==> src/rtl/mem_stage_pkg.sv <==
`default_nettype none
// ============================================================================
// Package     : mem_stage_pkg
// Description : Shared types and constants for the memory-stage SRAM controller.
// Revision    : 1.0 - initial release
// ============================================================================
package mem_stage_pkg;

    typedef enum logic [1:0] {
        IDLE = 2'd0,
        LO   = 2'd1,
        HI   = 2'd2,
        DONE = 2'd3
    } state_t;

    localparam logic [31:0] C_BASE_ADDR_DEFAULT = 32'd1024;
    localparam int          C_SRAM_AW           = 18;

endpackage : mem_stage_pkg
`default_nettype wire

==> src/rtl/sram_wait_counter.sv <==
`default_nettype none
// ============================================================================
// Module      : sram_wait_counter
// Description : 3-bit wait-state counter; tc flags the last cycle of a phase.
// Revision    : 1.0 - initial release
// ============================================================================
module sram_wait_counter #(
    parameter int WAIT_CYCLES = 5
) (
    input  logic clk,
    input  logic rst,
    input  logic en,
    input  logic clr,
    output logic tc
);

    logic [2:0] cnt_q;
    logic [2:0] cnt_d;

    // Clear wins over enable so a phase change restarts counting at zero.
    always_comb begin
        cnt_d = cnt_q;
        if (clr) begin
            cnt_d = 3'd0;
        end else if (en) begin
            cnt_d = cnt_q + 3'd1;
        end
    end

    always_ff @(posedge clk or posedge rst) begin
        if (rst) begin
            cnt_q <= 3'd0;
        end else begin
            cnt_q <= cnt_d;
        end
    end

    assign tc = (cnt_q == 3'(WAIT_CYCLES - 1));

endmodule : sram_wait_counter
`default_nettype wire

==> src/rtl/mem_stage_sram_ctrl.sv <==
`default_nettype none
// ============================================================================
// Module      : mem_stage_sram_ctrl
// Description : 32-bit load/store over a 16-bit async SRAM in two wait-stated
//               half-word phases. Optional MEM_STAGE_ADDR_CHECK_EN rejects
//               out-of-range or misaligned addresses.
// Revision    : 1.0 - initial release
// ============================================================================
module mem_stage_sram_ctrl
    import mem_stage_pkg::*;
#(
    parameter int          WAIT_CYCLES = 5,
    parameter logic [31:0] BASE_ADDR   = C_BASE_ADDR_DEFAULT,
    parameter int          DEPTH_WORDS = 65536
) (
    input  logic                 clk,
    input  logic                 rst,
    input  logic                 mem_read,
    input  logic                 mem_write,
    input  logic [31:0]          alu_result,
    input  logic [31:0]          val_rm,
    output logic                 ready,
    output logic [31:0]          mem_result,
    output logic                 addr_err,
    output logic [C_SRAM_AW-1:0] sram_addr,
    output logic [15:0]          sram_wdata,
    input  logic [15:0]          sram_rdata,
    output logic                 sram_we_n,
    output logic                 sram_oe_n
);

    state_t               state_q, state_d;
    logic                 is_write_q, is_write_d;
    logic [C_SRAM_AW-2:0] idx_q, idx_d;
    logic [31:0]          wdata_q, wdata_d;
    logic [15:0]          lo_half_q, lo_half_d;
    logic [31:0]          mem_result_q, mem_result_d;
    logic                 addr_err_q, addr_err_d;

    logic        w_req;
    logic [31:0] w_offset;
    logic        w_tc;
    logic        w_cnt_en;
    logic        w_cnt_clr;
    logic        w_bad;
    logic        w_unused;

    assign w_req    = mem_read | mem_write;
    assign w_offset = alu_result - BASE_ADDR;
    assign w_unused = ^{w_offset[31:19], w_offset[1:0], 1'(DEPTH_WORDS)};

`ifdef MEM_STAGE_ADDR_CHECK_EN
    localparam logic [32:0] C_LIMIT = {1'b0, BASE_ADDR} + (33'(DEPTH_WORDS) << 2);
    assign w_bad = (alu_result < BASE_ADDR) || ({1'b0, alu_result} >= C_LIMIT) ||
                   (alu_result[1:0] != 2'b00);
`else
    assign w_bad = 1'b0;
`endif

    sram_wait_counter #(
        .WAIT_CYCLES (WAIT_CYCLES)
    ) u_wait_counter (
        .clk (clk),
        .rst (rst),
        .en  (w_cnt_en),
        .clr (w_cnt_clr),
        .tc  (w_tc)
    );

    always_comb begin
        state_d      = state_q;
        is_write_d   = is_write_q;
        idx_d        = idx_q;
        wdata_d      = wdata_q;
        lo_half_d    = lo_half_q;
        mem_result_d = mem_result_q;
        addr_err_d   = addr_err_q;
        w_cnt_en     = 1'b0;
        w_cnt_clr    = 1'b0;
        ready        = 1'b0;
        sram_addr    = '0;
        sram_wdata   = 16'h0000;
        sram_we_n    = 1'b1;
        sram_oe_n    = 1'b1;

        case (state_q)
            IDLE: begin
                ready     = ~w_req;
                w_cnt_clr = 1'b1;
                if (w_req) begin
                    is_write_d = mem_write;
                    idx_d      = w_offset[18:2];
                    wdata_d    = val_rm;
                    if (w_bad) begin
                        state_d    = DONE;
                        addr_err_d = 1'b1;
                        if (!mem_write) begin
                            mem_result_d = 32'h0;
                        end
                    end else begin
                        state_d = LO;
                    end
                end
            end
            LO, HI: begin
                w_cnt_en  = 1'b1;
                sram_addr = {idx_q, (state_q == HI)};
                if (is_write_q) begin
                    sram_wdata = (state_q == HI) ? wdata_q[31:16] : wdata_q[15:0];
                    // Release WE one cycle early so data is held past the strobe.
                    sram_we_n  = w_tc;
                end else begin
                    sram_oe_n  = 1'b0;
                end
                if (w_tc) begin
                    w_cnt_clr = 1'b1;
                    if (state_q == LO) begin
                        state_d = HI;
                        if (!is_write_q) begin
                            lo_half_d = sram_rdata;
                        end
                    end else begin
                        state_d = DONE;
                        if (!is_write_q) begin
                            mem_result_d = {sram_rdata, lo_half_q};
                        end
                    end
                end
            end
            DONE: begin
                ready   = 1'b1;
                state_d = IDLE;
            end
            default: begin
                state_d = IDLE;
            end
        endcase
    end

    always_ff @(posedge clk or posedge rst) begin
        if (rst) begin
            state_q      <= IDLE;
            is_write_q   <= 1'b0;
            idx_q        <= '0;
            wdata_q      <= 32'h0;
            lo_half_q    <= 16'h0000;
            mem_result_q <= 32'h0;
            addr_err_q   <= 1'b0;
        end else begin
            state_q      <= state_d;
            is_write_q   <= is_write_d;
            idx_q        <= idx_d;
            wdata_q      <= wdata_d;
            lo_half_q    <= lo_half_d;
            mem_result_q <= mem_result_d;
            addr_err_q   <= addr_err_d;
        end
    end

    assign mem_result = mem_result_q;
`ifdef MEM_STAGE_ADDR_CHECK_EN
    assign addr_err = addr_err_q;
`else
    assign addr_err = 1'b0;
`endif

endmodule : mem_stage_sram_ctrl
`default_nettype wire

==> config.mk <==
export PLATFORM = sky130hd
export DESIGN_NAME = mem_stage_sram_ctrl
export DESIGN_NICKNAME = d
export VERILOG_FILES = /design/src/rtl/mem_stage_pkg.sv /design/src/rtl/sram_wait_counter.sv /design/src/rtl/mem_stage_sram_ctrl.sv
export SDC_FILE = /design/constraint.sdc
export NUM_CORES = 1
export LEC_CHECK = 0
export CAP_MARGIN = 20
export CORE_ASPECT_RATIO = 0.6
export CORE_MARGIN = 5
export CORE_UTILIZATION = 35
export DETAILED_ROUTE_END_ITERATION = 10
export PLACE_DENSITY = 0.7
export SLEW_MARGIN = 20
export SYNTH_ARGS = -nofsm -noshare
export SYNTH_HDL_FRONTEND = slang
export SYNTH_HIERARCHICAL = 1
export SYNTH_SLANG_ARGS = --single-unit
==> constraint.sdc <==
create_clock -name clk -period 4.1 [get_ports clk]
set_clock_uncertainty 0.2 [all_clocks]
set_input_delay 0.41 -clock clk [delete_from_list [all_inputs] [get_ports clk]]
set_output_delay 0.41 -clock clk [all_outputs]
set_load 0.1 [all_outputs]
==> key figures, run 1 <==
Placement
  – Buffers added on ports: between 100 and 150
  – Total half-perimeter wirelength after legalization and detailed placement: ~7.6 mm
  – Final weighted congestion in routability-driven placement: 0.765

Die
  – Num ports: between 150 and 200
  – Area of the core: between 0.01 and 0.015 sq mm
  – Floorplan row count: 32
  – Die area: ~0.015 sq mm
  – Vertical extent of the die: 97.8 um
  – Die Wd: between 150 and 200 um
  – Starting density of the core: between 30% and 40%

Route
  – Remaining DRCs: 0
  – DRT Wirelength: around 10 mm
  – Via count of the routed design: between 3,000 and 4,000
  – Post-detailed-route wirelength per cell: 14.2 um
  – DRT Pass-1 Iters: 6
  – Violation count after the first detailed-route iteration: 90
  – Number of antenna-violating nets in the routed design: 0
  – DR vias/cell: ~4.6

STA
  – Final count of negative-setup-slack endpoints: 0
  – Worst-margin pin slew: between 1000 and 1500 ps
  – Max_slew headroom: a little under a third
  – Min cycle time layout: approximately 3600 ps
  – Final hold viol count: 0
  – Post-route fraction of the period consumed by the critical path: between 80% and 90%
  – Final Max Tran Viols: 0
  – Setup TNS Final: 0 ps
  – Setup repair after global routing missed its margin: false
  – Top achievable clock speed: 0.280 GHz

GRT
  – Global-route wire length before repair: approximately 17 mm
  – Gr usage total: between 10% and 20%
  – Antenna violations before repair: 0
  – Number of global-route vias before repair: about 3,500
  – Pin count of the biggest net entering global routing: between 80 and 90
  – Overflow left after global routing: 0

Cells and area
  – Most common library cell in the layout ignoring fill and taps: sky130_fd_sc_hd__nand2_1
  – Fillcell total: roughly 1,200
  – Commonest cells after routing, fill and taps aside: 130 x sky130_fd_sc_hd__nand2_1, 103 x sky130_fd_sc_hd__dfrtp_1, 100 x sky130_fd_sc_hd__clkdlybuf4s50_1
  – Proportion of layout cells with a drive suffix above 1: between 15 and 20%
  – Area growth syn-to-layout: 38.8%
  – Nets: around 650
  – Diode count: 0

Clock network
  – Maximum count of clock buffers along a single path: 2
  – Clock-pin slew of the registers on the worst-case setup and hold paths: about 70 ps
  – Worst-Skew Late Latency: between 300 and 400 ps
  – Buffer type at the clock tree root: sky130_fd_sc_hd__clkbuf_16
  – Number of buffers inserted by hold repair at cts: 0
  – Maximum level of the CTS H-tree: 3
  – Setup bufs post-CTS: 0
  – Number of buffers created by CTS: 9
  – TritonCTS clock tree: yes
  – Number of resized instances in the post-cts repair step: 0
  – Clk sinks: around 100

Yosys
  – Combinational family with the most area after synthesis: simple AND/OR/NAND/NOR gates
  – Post-synthesis async set-or-reset flop share: 100%
  – Arithmetic-cell share of the synthesized area counting full adders, half adders and majority gates: ~2.2%
  – EDFF count, synth: 0
  – Total nets after synthesis: just over 500
  – Cell area after synthesis: 0.00450 sq mm
  – Avg Inst Size Synth: 10.7 sq um
  – Fraction of the yosys area taken by sequential cells: 57.3%
  – Synth Register Bits: ~100
  – Synth Flop Type: sky130_fd_sc_hd__dfrtp_1
  – Netlist cell types: 34
  – Fraction of the mapped netlist area in simple logic gates: between 10% and 20%
  – Fraction of synthesized area in multiplexers: between 10% and 20%
  – Number of warnings reported in the yosys synthesis log: 6
  – Gate count of the mapped netlist: between 400 and 500
  – XOR/XNOR Fraction of Synth Area: less than 1%
  – Compound-cell area share of the yosys netlist: 3.23%

Worst setup path
  – Worst setup path startpoint: state_q[1]$_DFFE_PP0P_
  – Crit path required time: 3490 ps
  – Critical path start-end classification: flop to primary output
  – Critical path peak fanout: 28
  – CP arrival: 2960 ps
  – Kind of capture point of the worst setup path: primary output
  – Critical path startpoint category: flop
  – Source of the worst register-to-register timing path: state_q[1]$_DFFE_PP0P_

Job
  – Max-cap violation count: 0

Outcome
  – Run status: completed

Worst hold path
  – Classification of the worst-slack hold path: input port to async pin
-- cell families after synthesis --
logic type	after synthesis
other	1
XOR/XNOR	3
AO/OA/AOI/OAI	24
flip-flops	103
AND/OR/NAND/NOR	187
adder cells (fa/ha/maj)	8
multiplexers	65
buffers and inverters	31
-- critical path, stage by stage (launching register included) --
cell	delay [ps]
sky130_fd_sc_hd__dfrtp_1	440
sky130_fd_sc_hd__inv_1	90
sky130_fd_sc_hd__ha_1	800
sky130_fd_sc_hd__nand2_1	600
sky130_fd_sc_hd__or2_2	450
sky130_fd_sc_hd__buf_4	230
-- state kept, by name, indices dropped and copies added (netlist names) --
| signal | count |
|---|---|
| state_q | 2 |
| wdata_q | 32 |
| u_wait_counter/cnt_q | 3 |
| mem_result | 32 |
| idx_q | 17 |
| lo_half_q | 16 |
| is_write_q | 1 |
-- per-stage QoR --
stage	cells	instance area (sq um)	util (%)	setup slack, ps	hold slack [ps]
after floorplan	422	4500	-	213	-36.4
after global placement	712	5940	46.8	970	249
after detailed placement	712	5940	46.8	872	254
after CTS	728	6240	49.1	491	130
after global routing	728	6240	49.2	348	176
final	728	6240	49.2	529	176
-- Yosys cell counts (5+ instances only) --
master                     count  share of area (%)
sky130_fd_sc_hd__a21oi_1       5               0.56
sky130_fd_sc_hd__and2_1       18                2.5
sky130_fd_sc_hd__buf_2         6               0.67
sky130_fd_sc_hd__clkbuf_1     13                1.1
sky130_fd_sc_hd__dfrtp_1     103                 57
sky130_fd_sc_hd__ha_1          8                2.2
sky130_fd_sc_hd__inv_1        11               0.92
sky130_fd_sc_hd__mux2_2       47                 12
sky130_fd_sc_hd__mux2i_1      17                3.8
sky130_fd_sc_hd__nand2_1     130                 11
sky130_fd_sc_hd__nor2_1       23                1.9
sky130_fd_sc_hd__o21ai_0       7               0.78
-- final cells by class --
class,instances,area [sq um],area share [%]
Tap cell,170,213,3.41
Clock buffer,9,225,3.61
Multi-Input combinational cell,288,1810,29.0
Sequential cell,103,2580,41.3
Clock inverter,7,67.6,1.08
Timing Repair Buffer,140,1300,20.9
Inverter,11,46.3,0.742
-- final timing paths --
kind | to | slack, ps | depth (start not counted)
hold / removal | u_wait_counter/cnt_q[2]$_DFFE_PP0P_ | 180 | 2
hold reg to reg | idx_q[4]$_DFFE_PP0P_ | 270 | 2
max in group asynchronous | wdata_q[11]$_DFFE_PP0P_ | 2570 | 3
min in group clk | idx_q[4]$_DFFE_PP0P_ | 270 | 2
setup reg to reg | mem_result[28]$_DFFE_PP0P_ | 1250 | 6
setup / recovery | sram_we_n | 530 | 5
-- per-layer routing --
metal  wire length [um]  global-route usage (%)  vias to the layer above
li1                   -                       -                     1635
met1               4900                    19.5                     1634
met2               4780                    20.9                       92
met3                585                    3.85                        7
met4                 74                    3.00                        0
met5                  0                       0                        -
Power of run 1 is left out: the tool's default activity adds up to more than one toggle a clock period on the data nets, which glitch-free logic cannot reach.
==> run 2, diff against run 1 <==
Clock period 4.1 ns to 3.6 ns, I/O delays scaled along.
==> key figures, run 2 (same netlist as run 1, synthesis figures left out) <==
STA
  – Final count of negative-setup-slack endpoints: 0 (unchanged)
  – Max_slew headroom: 31.2% (-0.58 points)
  – Min cycle time layout: 2960 ps
  – Setup repair after global routing missed its margin: false
  – Post-route fraction of the period consumed by the critical path: approximately 80%
  – Setup TNS Final: 0 ps (unchanged)
  – Worst-margin pin slew: 1030 ps (+5.46 ps)
  – Final hold viol count: 0 (unchanged)
  – Final Max Tran Viols: 0 (unchanged)
  – Top achievable clock speed: about 0.34 GHz
  – Slack of the critical path: 644 ps (+115 ps)

Route
  – Post-detailed-route wirelength per cell: 14.9 um (+5.0%)
  – Via count of the routed design: 3,360 (-0.24%)
  – Violation count after the first detailed-route iteration: 139 (+54%)
  – DR vias/cell: 4.60 (-0.51%)
  – Number of antenna-violating nets in the routed design: 0 (unchanged)
  – DRT Pass-1 Iters: 4 (-2)
  – Remaining DRCs: 0 (unchanged)
  – DRT Wirelength: 10.9 mm (+5.2%)

Outcome
  – Run status: completed

Clock network
  – Worst-Skew Late Latency: 340 ps (about the same)
  – Maximum count of clock buffers along a single path: 2 (unchanged)
  – Buffer type at the clock tree root: sky130_fd_sc_hd__clkbuf_16
  – Clock-pin slew of the registers on the worst-case setup and hold paths: 70 ps (about the same)
  – Setup bufs post-CTS: 0 (unchanged)
  – Number of resized instances in the post-cts repair step: 0 (unchanged)
  – Number of buffers inserted by hold repair at cts: 0 (unchanged)
  – Number of buffers created by CTS: 9 (unchanged)
  – Maximum level of the CTS H-tree: 3 (unchanged)
  – Clk sinks: 103 (unchanged)
  – TritonCTS clock tree: yes

Job
  – Max-cap violation count: 0 (unchanged)

Worst setup path
  – Source of the worst register-to-register timing path: state_q[0]$_DFFE_PP0P_
  – Cell-by-cell listing of the critical path: inv_1 > ha_1 > nand2_1 > or2_2 > buf_12
  – Critical path start-end classification: flop to primary output
  – Critical path peak fanout: 17 (-39%)
  – Max stage delay on crit path: 540 ps (-260 ps)
  – Kind of capture point of the worst setup path: primary output
  – CP arrival: 2400 ps (-560 ps)
  – Worst setup slack for register-to-register paths: 1110 ps (-140 ps)
  – End of the worst register-to-register path: mem_result[24]$_DFFE_PP0P_
  – Family with the most delay on the worst path: simple AND/OR/NAND/NOR gates
  – Critical path startpoint category: flop
  – Crit path max-delay cell type: sky130_fd_sc_hd__or2_2
  – Crit path required time: 3040 ps (-450 ps)
  – Count of buffering cells on the critical path with inverters included: 2 (unchanged)
  – Path depth of the worst reg2reg path: 7 (+1)

Die
  – Num ports: 154 (unchanged)
  – Area of the core: 0.0127 sq mm (unchanged)
  – Floorplan row count: 32 (unchanged)
  – Starting density of the core: 35.4% (unchanged)
  – Vertical extent of the die: 97.8 um (unchanged)
  – Die Wd: 156 um (unchanged)
  – Die area: 0.0153 sq mm (unchanged)

Cells and area
  – Most common library cell in the layout ignoring fill and taps: sky130_fd_sc_hd__nand2_1
  – Commonest cells after routing, fill and taps aside: 130 x sky130_fd_sc_hd__nand2_1, 103 x sky130_fd_sc_hd__dfrtp_1, 100 x sky130_fd_sc_hd__clkdlybuf4s50_1
  – Area growth syn-to-layout: 44.8%
  – Diode count: 0 (unchanged)
  – Proportion of layout cells with a drive suffix above 1: 21.4% (+1.7 points)
  – Nets: 647 (+0.31%)

Placement
  – Buffers added on ports: 137 (unchanged)
  – Final weighted congestion in routability-driven placement: 0.786 (+2.8%)
  – Total half-perimeter wirelength after legalization and detailed placement: 7.89 mm (+4.2%)
  – Worst setup slack before clock tree synthesis: 993 ps (+121 ps)

GRT
  – Global-route wire length before repair: 18.3 mm (+6.5%)
  – Pin count of the biggest net entering global routing: 55 (-38%)
  – Overflow left after global routing: 0 (unchanged)
  – Gr usage total: 14.7% (+1.0 points)
  – Antenna violations before repair: 0 (unchanged)
  – Number of global-route vias before repair: 3,692 (+6.4%)

Worst hold path
  – Classification of the worst-slack hold path: input port to async pin
[run 2: changes by cell type in the layout (fill, tap and decap cells not counted), moves of 2 or more]
| cell | change |
|---|---|
| sky130_fd_sc_hd__buf_12 | +18 |
| sky130_fd_sc_hd__inv_6 | -3 |
| sky130_fd_sc_hd__nor2_1 | -10 |
| sky130_fd_sc_hd__buf_4 | -16 |
| sky130_fd_sc_hd__nor2_2 | +10 |
| sky130_fd_sc_hd__clkbuf_1 | +2 |
[run 2: metrics by stage]
stage | instances | utilization, % | cell area, sq um | hold slack, ps
after floorplan | 422 | - | 4520 | -86.4
after global placement | 714 | 48.9 | 6210 | 253
after detailed placement | 714 | 48.9 | 6210 | 259
after CTS | 730 | 51.3 | 6510 | 79.0
after global routing | 730 | 51.3 | 6510 | 98.8
final | 730 | 51.3 | 6510 | 84.6
[run 2: cell type report]
class	instances	area [sq um]
clock inverters	4	55.1
repair buffers	142	1540
inverters	11	43.8
clock buffers	12	246
fillers	1150	6180
flip-flops and latches	103	2580
well taps	170	213
multi-input cells	288	1830
[run 2: worst max-delay path by stage]
| stage | cells past startpoint | slack, ps | start | endpoint |
|---|---|---|---|---|
| global route | 5 | 490 | state_q[0]$_DFFE_PP0P_ | sram_we_n |
| floorplan | 5 | 60 | state_q[0]$_DFFE_PP0P_ | sram_wdata[0] |
| global placement | 5 | 1040 | state_q[0]$_DFFE_PP0P_ | sram_we_n |
| CTS | 5 | 620 | state_q[0]$_DFFE_PP0P_ | sram_we_n |
| detailed placement | 5 | 990 | state_q[0]$_DFFE_PP0P_ | sram_we_n |
| finish | 5 | 640 | state_q[0]$_DFFE_PP0P_ | sram_we_n |
[run 2: layer usage]
layer	global-route usage, %	up-vias	routed length (um)
li1	-	1642	-
met1	19.1	1611	4960
met2	23.6	96	5010
met3	5.58	11	830
met4	3.40	0	82
met5	0	-	0
Power of run 2 is left out for the same reason.
==> run 3, diff against run 2 <==
Settings changed: PLACE_DENSITY 0.7 to 0.73.
Clock period 3.6 ns to 2.65 ns, I/O delays scaled along.
==> key figures, run 3 (same netlist as run 1, synthesis figures left out) <==
Worst setup path
  – CP arrival: 2080 ps (-320 ps)
  – Family with the most delay on the worst path: simple AND/OR/NAND/NOR gates
  – Crit path max-delay cell type: sky130_fd_sc_hd__or3b_2
  – Cell-by-cell listing of the critical path: inv_1 > ha_4 > or3b_2 > a21oi_2 > buf_12
  – Kind of capture point of the worst setup path: primary output
  – Count of buffering cells on the critical path with inverters included: 2 (unchanged)
  – Critical path peak fanout: 5 (-12)
  – Critical path startpoint category: flop
  – Critical path start-end classification: flop to primary output
  – Crit path required time: 2180 ps (-860 ps)
  – Max stage delay on crit path: 520 ps (-20 ps)

Clock network
  – Worst-Skew Late Latency: 320 ps (-20 ps)
  – Number of buffers created by CTS: 9 (unchanged)
  – Clock-pin slew of the registers on the worst-case setup and hold paths: 60 ps (about the same)
  – Setup bufs post-CTS: 0 (unchanged)
  – TritonCTS clock tree: yes
  – Buffer type at the clock tree root: sky130_fd_sc_hd__clkbuf_16
  – Maximum count of clock buffers along a single path: 2 (unchanged)
  – Maximum level of the CTS H-tree: 3 (unchanged)
  – Clk sinks: 103 (unchanged)

Route
  – Wire length on met2: 5.16 mm (+2.9%)
  – DRT Pass-1 Iters: 4 (unchanged)
  – DRT Wirelength: 11.0 mm (+1.3%)
  – Length of routed met3 wiring: 671 um (-19%)
  – DR vias/cell: 4.66 (+1.3%)
  – Post-detailed-route wirelength per cell: 15.0 um (+0.57%)
  – Remaining DRCs: 0 (unchanged)
  – Violation count after the first detailed-route iteration: 172 (+24%)
  – Length of routed wiring on met1: 5.14 mm (+3.6%)
  – Highest routed metal layer: met4
  – Via count of the routed design: 3,428 (+2.0%)
  – Number of antenna-violating nets in the routed design: 0 (unchanged)

Die
  – Die area: 0.0153 sq mm (unchanged)
  – Area of the core: 0.0127 sq mm (unchanged)
  – Die Wd: 156 um (unchanged)
  – Floorplan row count: 32 (unchanged)
  – Vertical extent of the die: 97.8 um (unchanged)
  – Starting density of the core: 35.4% (unchanged)
  – Num ports: 154 (unchanged)

Job
  – Max-cap violation count: 0 (unchanged)

GRT
  – Antenna violations before repair: 0 (unchanged)
  – Pin count of the biggest net entering global routing: 101 (+84%)
  – Global-route wire length before repair: 18.5 mm (+1.1%)
  – Number of global-route vias before repair: 3,616 (-2.1%)
  – Overflow left after global routing: 0 (unchanged)
  – Gr usage total: 14.8% (+0.094 points)

STA
  – Max_slew headroom: 65.3% (+34 points)
  – Setup TNS Final: 0 ps (unchanged)
  – Post-route fraction of the period consumed by the critical path: between 90% and 100%
  – Final Max Tran Viols: 0 (unchanged)
  – Worst-margin pin slew: 521 ps (-509 ps)
  – Setup repair after global routing missed its margin: false
  – Final count of negative-setup-slack endpoints: 0 (unchanged)
  – Final hold viol count: 0 (unchanged)
  – Min cycle time layout: 2550 ps
  – Top achievable clock speed: between 0.3 and 0.4 GHz

Cells and area
  – Diode count: 0 (unchanged)
  – Commonest cells after routing, fill and taps aside: 130 x sky130_fd_sc_hd__nand2_1, 103 x sky130_fd_sc_hd__dfrtp_1, 68 x sky130_fd_sc_hd__clkdlybuf4s50_1
  – Combined flip-flop and latch cell area: 0.00258 sq mm (unchanged)
  – Footprint of the multi-input gates: 0.00193 sq mm (+5.1%)
  – Most common library cell in the layout ignoring fill and taps: sky130_fd_sc_hd__nand2_1
  – Nets: 652 (+0.77%)
  – Proportion of layout cells with a drive suffix above 1: 29.0% (+7.6 points)
  – Fillcell total: 1,094 (-4.9%)
  – Area growth syn-to-layout: 51.7%

Worst hold path
  – Classification of the worst-slack hold path: input port to flop

Outcome
  – Run status: completed

Placement
  – Total half-perimeter wirelength after legalization and detailed placement: 8.14 mm (+3.2%)
  – Buffers added on ports: 137 (unchanged)
  – Final weighted congestion in routability-driven placement: 0.849 (+8.0%)
[run 3: cell count changes in the layout (fill, tap and decap cells not counted), sizes merged]
cell / change
clkinv: -1
buf: +36
clkdlybuf4s50: -32
inv: -1
dlygate4sd3: +1
clkinvlp: +1
clkbuf: +1
[run 3: per-stage QoR]
stage	instances	utilization [%]	setup WS, ps	instance area [sq um]	hold slack [ps]
CTS	735	53.7	39.0	6810	248
finish	735	53.7	104	6820	264
detailed placement	718	51.3	301	6500	259
global route	735	53.7	34.8	6820	260
floorplan	422	-	41.6	4610	-181
global placement	718	51.3	323	6500	250
[run 3: final timing paths]
| kind | from | to | slack [ps] | cells after the start |
|---|---|---|---|---|
| min reg2reg | idx_q[3]$_DFFE_PP0P_ | idx_q[3]$_DFFE_PP0P_ | 270 | 2 |
| max | state_q[0]$_DFFE_PP0P_ | ready | 100 | 5 |
| max reg2reg | u_wait_counter/cnt_q[0]$_DFFE_PP0P_ | mem_result[5]$_DFFE_PP0P_ | 550 | 7 |
| min in group asynchronous | rst | u_wait_counter/cnt_q[1]$_DFFE_PP0P_ | 580 | 3 |
| max in group asynchronous | rst | mem_result[21]$_DFFE_PP0P_ | 1020 | 4 |
| min | val_rm[9] | wdata_q[9]$_DFFE_PP0P_ | 260 | 3 |
[run 3: routing by layer]
metal  GRT usage, %  up-vias
li1               -     1653
met1           21.1     1674
met2           23.1       95
met3           4.30        6
met4           2.47        0
met5              0        -
[run 3: area by class of cell]
| class | instances | share of cell area (%) |
|---|---|---|
| clock buffer | 13 | 3.67 |
| tap | 170 | 3.12 |
| inverter | 11 | 0.660 |
| timing repair buffer | 147 | 25.9 |
| multi-input combinational | 288 | 28.3 |
| clock inverter | 3 | 0.624 |
| sequential | 103 | 37.8 |
[run 3: what timing repair did]
item,CTS,global route
endpoints found under the setup margin,1,1
hold buffers,1,0
resized for setup,1,1
endpoints found under the hold margin,3,0
cloned,0,0
[run 3: worst reg2reg max path, cell delays in order (launching register included)]
cell and delay (ps):
sky130_fd_sc_hd__dfrtp_1 410, sky130_fd_sc_hd__inv_1 80, sky130_fd_sc_hd__ha_1 140, sky130_fd_sc_hd__and2_1 230
sky130_fd_sc_hd__nand2_1 140, sky130_fd_sc_hd__nor3_4 170, sky130_fd_sc_hd__buf_12 240, sky130_fd_sc_hd__mux2_2 370
Power of run 3 is left out for the same reason.
